File: src/rtl/program_loader.sv
// Boot-time program loader: receives a framed byte stream (length, data, checksum),
// writes the image into RAM from address 0 and releases the CPU after a verified load.
module program_loader #(
   parameter int ADDR_WIDTH = 8,
   parameter int DATA_WIDTH = 8,
   parameter int RESET_HOLD = 4
) (
   input  logic                  clk,
   input  logic                  reset,
   input  logic                  start,
   input  logic [DATA_WIDTH-1:0] in_data,
   input  logic                  in_valid,
   output logic                  in_ready,
   output logic                  ram_we,
   output logic [ADDR_WIDTH-1:0] ram_addr,
   output logic [DATA_WIDTH-1:0] ram_data,
   output logic                  cpu_reset,
   output logic                  busy,
   output logic                  done,
   output logic                  error
);

   typedef enum logic [2:0] {
      IDLE,
      LEN,
      DATA,
      CSUM,
      HOLD,
      RUN,
      ERR
   } state_t;

   localparam int CNT_W = ADDR_WIDTH + 1;

   // A length byte of zero encodes a full 2^ADDR_WIDTH image, hence the extra bit.
   localparam logic [CNT_W-1:0]      FULL_IMAGE = {1'b1, {ADDR_WIDTH{1'b0}}};
   localparam logic [CNT_W-1:0]      REM_ONE    = CNT_W'(1);
   localparam logic [ADDR_WIDTH-1:0] PTR_ONE    = ADDR_WIDTH'(1);
   localparam logic [7:0]            HOLD_INIT  = 8'(RESET_HOLD);
   localparam logic [7:0]            HOLD_ONE   = 8'd1;

   state_t                  state;
   state_t                  state_next;
   logic [ADDR_WIDTH-1:0]   pointer;
   logic [CNT_W-1:0]        remaining;
   logic [CNT_W-1:0]        len_value;
   logic [DATA_WIDTH-1:0]   sum;
   logic [7:0]              hold_cnt;
   logic                    beat;
   logic                    sum_ok;

   // Status outputs are pure state decodes, so they change together with the state.
   always_comb begin
      in_ready  = (state == LEN) || (state == DATA) || (state == CSUM);
      busy      = in_ready || (state == HOLD);
      done      = (state == RUN);
      error     = (state == ERR);
      cpu_reset = (state != RUN);
   end

   assign beat   = in_valid && in_ready;
   assign sum_ok = (in_data == sum);

   always_comb begin
      len_value = CNT_W'(in_data);
      if (in_data == '0) begin
         len_value = FULL_IMAGE;
      end
   end

   // NOTE: every signal assigned in a combinational block gets a default first;
   // a path that leaves it unassigned would infer a latch.
   always_comb begin
      state_next = state;
      unique case (state)
         IDLE, RUN, ERR: begin
            if (start) begin
               state_next = LEN;
            end
         end
         LEN: begin
            if (beat) begin
               state_next = DATA;
            end
         end
         DATA: begin
            if (beat && (remaining == REM_ONE)) begin
               state_next = CSUM;
            end
         end
         CSUM: begin
            if (beat) begin
               state_next = sum_ok ? HOLD : ERR;
            end
         end
         HOLD: begin
            if (hold_cnt == '0) begin
               state_next = RUN;
            end
         end
         default: state_next = IDLE;
      endcase
   end

   // NOTE: sequential state uses non-blocking assignments so every register
   // samples pre-edge values, independent of statement order.
   always_ff @(posedge clk) begin
      if (reset) begin
         state <= IDLE;
      end else begin
         state <= state_next;
      end
   end

   // Write strobe is a one-cycle pulse per data beat; address and data hold otherwise.
   always_ff @(posedge clk) begin
      if (reset) begin
         ram_we    <= 1'b0;
         ram_addr  <= '0;
         ram_data  <= '0;
         pointer   <= '0;
         remaining <= '0;
         sum       <= '0;
         hold_cnt  <= '0;
      end else begin
         ram_we <= 1'b0;
         unique case (state)
            IDLE, RUN, ERR: begin
               if (start) begin
                  pointer   <= '0;
                  sum       <= '0;
                  remaining <= '0;
                  hold_cnt  <= '0;
               end
            end
            LEN: begin
               if (beat) begin
                  remaining <= len_value;
               end
            end
            DATA: begin
               if (beat) begin
                  ram_we    <= 1'b1;
                  ram_addr  <= pointer;
                  ram_data  <= in_data;
                  pointer   <= pointer + PTR_ONE;
                  sum       <= sum + in_data;
                  remaining <= remaining - REM_ONE;
               end
            end
            CSUM: begin
               if (beat && sum_ok) begin
                  hold_cnt <= HOLD_INIT;
               end
            end
            HOLD: begin
               // Counter sits at zero for one cycle before RUN, giving RESET_HOLD+1 cycles.
               if (hold_cnt != '0) begin
                  hold_cnt <= hold_cnt - HOLD_ONE;
               end
            end
            default: begin
            end
         endcase
      end
   end

endmodule

File: config.mk
export PLATFORM = sky130hd
export DESIGN_NAME = program_loader
export DESIGN_NICKNAME = d
export VERILOG_FILES = /design/src/rtl/program_loader.sv
export SDC_FILE = /design/constraint.sdc
export NUM_CORES = 1
export LEC_CHECK = 0
export CAP_MARGIN = 30
export CORE_UTILIZATION = 45
export CTS_CLUSTER_SIZE = 25
export DETAILED_ROUTE_END_ITERATION = 12
export PLACE_DENSITY = 0.75
export SLEW_MARGIN = 20
export SYNTH_ARGS = -nofsm -noshare
export SYNTH_HDL_FRONTEND = slang
export SYNTH_SLANG_ARGS = --single-unit
File: constraint.sdc
create_clock -name clk -period 3.5 [get_ports clk]
set_input_delay 1.05 -clock clk [delete_from_list [all_inputs] [get_ports clk]]
set_output_delay 1.05 -clock clk [all_outputs]
set_load 0.01 [all_outputs]
==> key figures, run 1 <==
Outcome
  – Status: complete, but fails checks
  – Failing checks: design-rule violations

Synth
  – Synth Area in Adders: 5.58%
  – Cell taking the most area after synthesis: dfxtp_1
  – Post-synthesis xor/xnor area fraction: 3.73%
  – Register bit count reported by yosys: 53
  – Mapped Area: 3050 um^2
  – Avg Inst Size Synth: 8.27 um^2
  – Yosys top cell area share: 34.8%
  – FFs w/ async S/R, synth: 0%
  – Ys Warns: 0
  – Mux share of post-synthesis cell area: 2.05%
  – Largest family of logic cells by synthesized area: simple AND/OR/NAND/NOR gates
  – Area contributors post-synth: dfxtp_1 35%, nand2_1 6.8%, a21oi_1 6.7%
  – Post-synth cell types: 71
  – Top_reg_cell synth: dfxtp_1
  – Post-Syn Instances: 369
  – Number of synthesized flops with an enable pin: 0
  – Synth Area in Simple Gates: 25.4%
  – Post-synthesis compound-gate area fraction: 23.6%
  – Sequential area share after synthesis: 34.8%
  – Post-Syn Nets: 394
  – Post-synth top cells: 55 x nand2_1, 53 x dfxtp_1, 41 x a21oi_1
  – Top-count cell post-synth: nand2_1

Die
  – Die Span X: 84.4 um
  – Io pins: 34
  – Core box area: 6460 um^2
  – Die Area: 7110 um^2
  – Initial Utilization: 47.2%
  – Site row count: 29
  – Die height: 84.4 um

STA
  – WHS: 0.458 ns
  – Period utilization: 87.1%
  – Fmax: 0.328 GHz
  – Slew HR: 45.6%
  – Setup WS post-layout: 0.453 ns
  – Worst-Margin Slew: 0.815 ns
  – Final Setup Violations: 0
  – Hold Violations, Final: 0
  – Fin crit period: 3.05 ns
  – RSZ-0062 raised after global routing: false
  – Setup TNS: 0 ns
  – Max-slew violations: 0
  – Clk_skew: 0.00550 ns

Detailed routing
  – Top Layer Used: met4
  – TritonRoute pass-1 iters: 8
  – Met3 wire length: 236 um
  – Number of remaining DRC errors: 7
  – Total Wirelength: 6860 um
  – Met2 WL post-DR: 3200 um
  – 1st-iter DRT viols: 131
  – Antenna violation net count after detailed routing: 0
  – DR vias/cell: 5.72
  – DR vias: 2765
  – Wl on met1: 3290 um
  – Avg WL per Cell: 14.2 um

Clock tree
  – # hold bufs at CTS: 0
  – Root buf cell: clkbuf_8
  – Total setup buffers inserted after CTS: 0
  – CTS resizes: 0
  – # H-tree levels: 2
  – Worst-Skew Late Latency: 0.30 ns
  – Clock buffer depth: 2
  – CTS tree: built
  – Reg clk slew, reported paths: 0.09 ns
  – Num Clock Sinks: 53
  – Num CTS Buffers: 5

Worst setup path
  – Crit-path cells: clkdlybuf4s50_1 -> ha_1 -> or4_4 -> nor4b_4 -> a21o_4 -> a21oi_4 -> a22o_1
  – Crit-path max FO: 6
  – Critical path's top delay family: simple AND/OR/NAND/NOR gates
  – CP Class: primary input to register
  – Slowest-stage cell, CP: or4_4
  – Critical path depth in cells: 7
  – CP bufs+invs: 1
  – Crit path arrival time: 3.25 ns
  – R2r setup slk: 1.29 ns
  – Max incr delay on CP: 0.56 ns
  – Worst Path Required: 3.70 ns
  – Setup crit start kind: primary input
  – Crit. End Element: register
  – Reg2Reg Depth: 6

Finish
  – Fillcell total: 615
  – Post-Layout Cell Count: 483
  – Fraction of layout cells with a size suffix above 1: 11.8%
  – Layout area overhead: 18.5%
  – Nets: 431
  – Antenna Cells: 0

GRT
  – Initial antenna violation count: 0
  – First-pass GRT wire length: 11800 um
  – Vias in the first global route: 2596
  – GR Overflow Total: 0
  – Tot GR Track Use: 20.1%
  – Pin count of the biggest net entering global routing: 21

Placed design
  – GP Congestion: 0.916
  – PortBufs: 33
  – Post-DP HPWL: 5080 um
  – Placed insts: 476
  – Worst slack at placement: 0.130 ns

Power
  – Sw Share: 38.0%
  – Seq pwr share: 37.6%
  – Peak supply drop: 0.397 mV
  – Cell-internal power: 1260 uW
  – Leak pwr: 0.00142 uW
  – Power per cell area: 562 nW/um^2
  – Psw: 771 uW
  – Comb power frac: 42.4%
  – Clk network pwr share: 20.0%

Hold path
  – Hold Path Stages: 2
  – Hold Crit Class: register to register

Job
  – Max cap viols: 0
[cell type report]
cell class / count / area (um^2) / area share, %
clock buffer: 5 / 68.8 / 1.90
multi-input combinational: 283 / 1840 / 51.0
inverter: 12 / 45.0 / 1.25
clock inverter: 2 / 35.0 / 0.969
tap: 77 / 96.3 / 2.67
timing repair buffer: 51 / 465 / 12.9
sequential: 53 / 1060 / 29.4
[power groups by stage]
stage	logic, uW	clock network (uW)	registers, uW
2_1_floorplan	663	0	743
3_3_place_gp	839	0	772
3_5_place_dp	854	0	775
4_1_cts	857	415	761
5_1_grt	962	442	776
6_report	861	405	763
[path summary, 6_finish.rpt]
check                                               from                       end
worst min register to register  ram_data[3]$_SDFFE_PP0P_  ram_data[3]$_SDFFE_PP0P_
worst max register to register     state[0]$_SDFFE_PP0P_   pointer[7]$_SDFFE_PP0P_
worst max-delay path                          in_data[2]  hold_cnt[5]$_SDFFE_PP0P_
worst min-delay path            ram_data[3]$_SDFFE_PP0P_  ram_data[3]$_SDFFE_PP0P_
[sequential cells by signal, indices dropped and copies added (netlist names)]
signal / count
remaining: 9
ram_we: 1
sum: 8
state: 3
hold_cnt: 8
pointer: 8
ram_addr: 8
ram_data: 8
[worst reg2reg max path, cell delays in order (launching register included)]
cell      delay (ns)
dfxtp_1         0.57
buf_4           0.26
xor2_1          0.14
a311oi_2        0.78
nor3_2          0.12
xnor2_1         0.17
nor2_1          0.05
[per-stage QoR]
step / power, uW / util, % / instance area (um^2)
floorplan: 1410 / - / 3050
global placement: 1610 / 54.4 / 3510
detailed placement: 1630 / 54.4 / 3510
CTS: 2030 / 56.0 / 3610
global route: 2180 / 56.0 / 3610
finish: 2030 / 56.0 / 3610
[metal layers]
| metal | global-route usage, % | vias to the layer above |
|---|---|---|
| met5 | 0 | - |
| met4 | 7.55 | 0 |
| met3 | 3.24 | 14 |
| met2 | 34.1 | 44 |
| met1 | 25.9 | 1315 |
| li1 | - | 1392 |
[cell families (layout without fill, tap and decap cells)]
logic type                 count (synthesis)  count (layout)
DFF                                       53              53
muxes                                      6               6
AOI/OAI and AO/OA                        105             105
buffers and inverters                     33              70
adders and majority gates                 13              13
xor gates and xnor gates                  13              13
and+or+nand+nor                          146             146
[cell usage in the layout, fill, tap and decap left out, types with 5 or more instances in the layout]
cell type / count
nand2_1: 55
dfxtp_1: 53
a21oi_1: 41
nor2_1: 33
clkdlybuf4s50_1: 33
buf_4: 18
o21ai_0: 15
inv_1: 12
ha_1: 12
xor2_1: 9
nand3_1: 8
nor3_1: 8
a21o_1: 7
nand2b_1: 6
a22oi_1: 5
clkbuf_8: 5
No activity file was read; power rests on OpenSTA's default activity.
==> run 2: changes to the inputs <==
Settings changed: CAP_MARGIN 30 to not set.
==> results of run 2 <==
The final DEF is identical to that of run 1; final timing and power are the same.
